File: src/rtl/seg7_event_counter_pkg.sv
// Shared constants for the display-increment path: opcode agreed with the
// processor decode, and the active-low segment patterns {g,f,e,d,c,b,a}.
package seg7_event_counter_pkg;

  localparam logic [4:0] DISPLAY_INC_OPCODE = 5'b11010;

  localparam logic [6:0] SEG_0     = 7'h40;
  localparam logic [6:0] SEG_1     = 7'h79;
  localparam logic [6:0] SEG_2     = 7'h24;
  localparam logic [6:0] SEG_3     = 7'h30;
  localparam logic [6:0] SEG_4     = 7'h19;
  localparam logic [6:0] SEG_5     = 7'h12;
  localparam logic [6:0] SEG_6     = 7'h02;
  localparam logic [6:0] SEG_7     = 7'h78;
  localparam logic [6:0] SEG_8     = 7'h00;
  localparam logic [6:0] SEG_9     = 7'h10;
  localparam logic [6:0] SEG_BLANK = 7'h7F;

  function automatic logic [6:0] seg7_decode(input logic [3:0] value);
    logic [6:0] pattern;
    case (value)
      4'd0:    pattern = SEG_0;
      4'd1:    pattern = SEG_1;
      4'd2:    pattern = SEG_2;
      4'd3:    pattern = SEG_3;
      4'd4:    pattern = SEG_4;
      4'd5:    pattern = SEG_5;
      4'd6:    pattern = SEG_6;
      4'd7:    pattern = SEG_7;
      4'd8:    pattern = SEG_8;
      4'd9:    pattern = SEG_9;
      default: pattern = SEG_BLANK;
    endcase
    return pattern;
  endfunction

endpackage

File: src/rtl/seg7_event_counter_bcd_digit.sv
// One decade of the BCD counter; carry_out feeds the next decade's inc_in.
module bcd_digit (
  input  logic       clock,
  input  logic       reset,
  input  logic       inc_in,
  input  logic       clear,
  output logic       carry_out,
  output logic [3:0] value
);

  assign carry_out = (value == 4'd9) && inc_in;

  always_ff @(posedge clock or negedge reset) begin
    if (!reset) begin
      value <= '0;
    end else if (clear) begin
      value <= '0;
    end else if (inc_in) begin
      value <= (value == 4'd9) ? 4'd0 : value + 4'd1;
    end
  end

endmodule

File: src/rtl/seg7_event_counter.sv
// Counts rising edges of inc_seg7 in a BCD counter and scans the count onto
// a time-multiplexed active-low common-anode 7-segment display.
module seg7_event_counter
  import seg7_event_counter_pkg::*;
#(
  parameter int NUM_DIGITS  = 4,
  parameter int REFRESH_DIV = 100000,
  parameter int BLANK_LZ    = 1
) (
  input  logic                    clock,
  input  logic                    reset,
  input  logic                    inc_seg7,
  input  logic                    clear,
  output logic [4*NUM_DIGITS-1:0] count_bcd,
  output logic                    wrapped,
  output logic [NUM_DIGITS-1:0]   an_n,
  output logic [6:0]              seg_n
);

  localparam int RW = (REFRESH_DIV > 1) ? $clog2(REFRESH_DIV) : 1;
  localparam int IW = (NUM_DIGITS > 1) ? $clog2(NUM_DIGITS) : 1;
  localparam logic [RW-1:0] REF_LAST = RW'(REFRESH_DIV - 1);
  localparam logic [IW-1:0] IDX_LAST = IW'(NUM_DIGITS - 1);

  logic                  inc_prev;
  logic                  inc_event;
  logic [NUM_DIGITS:0]   carry;
  logic [3:0]            digit [NUM_DIGITS];
  logic [RW-1:0]         refresh;
  logic [IW-1:0]         idx;
  logic [3:0]            sel_val;
  logic                  upper_zero;
  logic                  blank;
  logic [NUM_DIGITS-1:0] an_next;

  assign inc_event = inc_seg7 && !inc_prev;
  assign carry[0]  = inc_event;

  // Ripple carry: a decade steps only when every lower decade is at 9.
  for (genvar i = 0; i < NUM_DIGITS; i++) begin : g_digit
    bcd_digit u_digit (
      .clock     (clock),
      .reset     (reset),
      .inc_in    (carry[i]),
      .clear     (clear),
      .carry_out (carry[i+1]),
      .value     (digit[i])
    );
    assign count_bcd[4*i +: 4] = digit[i];
  end

  always_ff @(posedge clock or negedge reset) begin
    if (!reset) begin
      inc_prev <= 1'b0;
      wrapped  <= 1'b0;
    end else begin
      inc_prev <= inc_seg7;
      wrapped  <= !clear && carry[NUM_DIGITS];
    end
  end

  always_ff @(posedge clock or negedge reset) begin
    if (!reset) begin
      refresh <= '0;
      idx     <= '0;
    end else if (refresh == REF_LAST) begin
      refresh <= '0;
      idx     <= (idx == IDX_LAST) ? '0 : idx + 1'b1;
    end else begin
      refresh <= refresh + 1'b1;
    end
  end

  // Digit select, anode pattern and leading-zero test without variable
  // array indexing, so non-power-of-two NUM_DIGITS never reads out of range.
  always_comb begin
    sel_val    = '0;
    upper_zero = 1'b1;
    an_next    = '1;
    for (int unsigned i = 0; i < NUM_DIGITS; i++) begin
      if (IW'(i) == idx) begin
        sel_val    = digit[i];
        an_next[i] = 1'b0;
      end
      if ((IW'(i) >= idx) && (digit[i] != 4'd0)) begin
        upper_zero = 1'b0;
      end
    end
    blank = (BLANK_LZ != 0) && (idx != '0) && upper_zero;
  end

  always_ff @(posedge clock or negedge reset) begin
    if (!reset) begin
      an_n  <= '1;
      seg_n <= SEG_BLANK;
    end else begin
      an_n  <= an_next;
      seg_n <= blank ? SEG_BLANK : seg7_decode(sel_val);
    end
  end

endmodule

File: config.mk
export PLATFORM = sky130hd
export DESIGN_NAME = seg7_event_counter
export DESIGN_NICKNAME = d
export VERILOG_FILES = /design/src/rtl/seg7_event_counter_pkg.sv /design/src/rtl/seg7_event_counter_bcd_digit.sv /design/src/rtl/seg7_event_counter.sv
export SDC_FILE = /design/constraint.sdc
export NUM_CORES = 1
export LEC_CHECK = 0
export BUFFER_PORTS_ARGS = -buffer_cell sky130_fd_sc_hd__clkbuf_2
export CAP_MARGIN = 20
export CORE_MARGIN = 2
export CORE_UTILIZATION = 40
export DETAILED_ROUTE_END_ITERATION = 6
export PLACE_DENSITY_LB_ADDON = 0.05
export SETUP_SLACK_MARGIN = 0.02
export SYNTH_ARGS = -nofsm -noshare
export SYNTH_HDL_FRONTEND = slang
export SYNTH_SLANG_ARGS = --single-unit
File: constraint.sdc
create_clock -name clock -period 3.13 [get_ports clock]
set_clock_uncertainty 0.05 [all_clocks]
set_input_delay 0 -clock clock [delete_from_list [all_inputs] [get_ports clock]]
set_output_delay 0 -clock clock [all_outputs]
set_load 0.1 [all_outputs]
==> flow_summary.ini <==
[global_routing]
antenna_violations_before_repair = 0
first_global_vias = 1950
track_usage_pct = 17.0
grt-ovfl-total = 0
grt_start_max_net_pins = 35
grt_pass1_wl_um = 9830

[synth]
netlist-cell-type-count = 48
yosys_register_bits = 48
syn-mean-instance-area_um2 = 9.91
synth_ff_type = dfrtp_1
synth-seq-area-share_pct = 45.2
ys_warn_count = 0
synth_edf_count = 0
synthCells = 271
syn-cell-area_um2 = 2690
synth_fp_nets = 294
async_flop_share_pct = 100

[power_and_ir_drop]
vdd.ir_drop.worst_mv = 0.170
powerDensity_nw_per_um2 = 368
p_leak_uw = 0.00134

[clocking]
cts_made_buffers = 5
clock_tree_from_tritoncts = built
cts.sinks = 48
cts.hold.buffers_added = 2
htreeDepth = 2
ctsRootBufferMaster = clkbuf_8
postCtsSetupBuffers = 0
cts_buffer_depth = 2
clock_insertion_delay_at_the_later_pin_of_the_skew_report_ns = 0.30
worst_setup_hold_path_clk_slew_ns = 0.09
cts_resized = 0

[sta]
setup_tns_ns = 0
tightest_slew_ns = 0.709
post-route-period-util_pct = 73.9
fin_crit_ns = 2.31
setup_repair_after_global_routing_missed_its_margin = no
worst_hold_slack_ns = 0.0589
maxClockFrequency_mhz = 433
slew_headroom_pct = 52.7
setup_slack_ns = 0.818
hold_viol = 0
setup_viol = 0
maxSlewViolCount = 0

[floorplanning]
floorplan.rows = 29
die_area_um2 = 7380
pin_count = 32
core_um2 = 6420
fp.dieW_um = 85.9
floorplan.initialDensity_pct = 41.8
die_h_um = 85.9

[route]
route.detailed.wl_per_inst_um = 15.0
wirelength_um = 5750
drt-vias-per-instance = 5.32
via_total_after_detailed_routing = 2037
route.detailed.drc = 0
antenna_violating_nets_post_route = 0
initialDrtViolationCount = 146
dr.pass1.iters = 4

[placed_design]
gp_routability_congestion = 0.781
io_buffers = 31
preCtsSetupSlack_ns = 0.854
dpl_cell_area_um2 = 2920
hpwl_um = 4200

[finish]
design.final.nets = 328
post-route-cell-area_um2 = 3040
antenna_cells = 0
area.growth.synth_to_final_pct = 13.1
drive_gt1_share_pct = 19.3

[status]
outcome = finished, final reports clean

[job]
drv_cap = 0

[setup_path]
cp-start-kind = register
flop2flop_setup_slack_ns = 0.82
cp_max_fo = 15
critical_path_required_ns = 3.32
endpoint_kind = register
timing_worst_setup_path_type = reg2reg
critPathArrivalTime_ns = 2.50

[worst_hold_path]
worst_hold_path_type = in2reg
-- critical path, cell delays in order (launching register included) --
cell and delay (ns):
dfrtp_1 0.46, ha_1 0.49, a211oi_1 0.11, a211oi_2 0.57, ha_1 0.35, a21oi_1 0.12
nand3b_1 0.12
-- registers in the layout, summed over array words and instances (netlist names) --
register               count
inc_prev                   1
an_n                       4
refresh                   17
wrapped                    1
idx                        2
seg_n                      7
g_digit.u_digit.value     16
-- logic make-up after synthesis --
logic type / Yosys count / share of synthesized area (%)
adders and majority gates: 19 / 8.85
xor gates and xnor gates: 14 / 4.57
AOI/OAI and AO/OA: 49 / 11.9
DFF: 48 / 45.2
buffers and inverters: 26 / 3.68
and+or+nand+nor: 110 / 23.5
muxes: 5 / 2.24
-- placed cells by master (no fill, tap or decap), types with 2 or more instances in the layout --
cell type / n
a211oi_1: 6
a21oi_1: 19
a221o_1: 2
and3b_1: 3
and4_1: 3
buf_4: 2
clkbuf_2: 31
clkbuf_8: 6
clkinvlp_4: 2
dfrtp_1: 37
dfstp_2: 11
dlygate4sd3_1: 2
ha_1: 19
inv_1: 18
mux2_4: 2
mux2i_1: 3
nand2_1: 18
nand2b_1: 2
nand3_1: 14
nand3b_1: 9
nand4_1: 7
nor2_1: 22
nor2b_1: 4
nor3_1: 6
nor3b_1: 6
nor4_1: 4
o21ai_0: 9
or4_1: 4
xnor2_1: 9
xor2_1: 5
-- synth_stat cells (6+ instances only) --
cell type,n,area share (%)
nand4_1,7,1.6
nand2_1,18,2.5
dfstp_2,11,11
nor2_1,22,3.1
a21oi_1,19,3.5
xnor2_1,9,2.9
nand3b_1,9,2.5
dfrtp_1,37,34
nor3_1,6,1.1
clkbuf_1,7,0.98
inv_1,18,2.5
nor3b_1,6,1.7
a211oi_1,6,1.7
ha_1,19,8.9
nand3_1,14,2.6
o21ai_0,9,1.7
-- power by group --
| part | total (uW) | switching [uW] | leakage, uW | internal [uW] |
|---|---|---|---|---|
| combinational | 92.6 | 76.0 | 0.000678 | 16.6 |
| sequential | 634 | 3.64 | 0.000614 | 630 |
| clock | 391 | 212 | 0.0000434 | 179 |
-- cell type report --
| class | count | area [um2] |
|---|---|---|
| tap | 77 | 96.3 |
| clock inverter | 2 | 15.0 |
| timing repair buffer | 35 | 190 |
| sequential | 48 | 1210 |
| clock buffer | 6 | 82.6 |
| fill | 619 | 3380 |
| multi-input combinational | 197 | 1370 |
| inverter | 18 | 67.6 |
-- routing by layer --
| metal | track usage (%) | vias to the layer above | wire, um |
|---|---|---|---|
| met5 | 0 | - | 0 |
| met4 | 4.33 | 0 | 63 |
| met3 | 3.56 | 5 | 191 |
| met2 | 24.9 | 40 | 2490 |
| met1 | 25.6 | 962 | 3000 |
| li1 | - | 1030 | - |
-- metrics by stage --
step	utilization [%]	instances	power (uW)
CTS	47.3	383	1140
global route	47.3	383	1170
finish	47.3	383	1120
floorplan	-	271	712
detailed placement	45.5	373	738
global placement	45.5	373	738
-- final timing paths --
path / start / to / cells past startpoint
max: idx[0] / seg_n[3] / 6
min reg2reg: refresh[0] / refresh[0] / 1
max in group asynchronous: reset / an_n[2] / 3
min: clear / g_digit[2].u_digit.value[2] / 2
min in group asynchronous: reset / g_digit[0].u_digit.value[3] / 2
max reg2reg: idx[0] / seg_n[3] / 6
No activity file was read; power rests on OpenSTA's default activity.
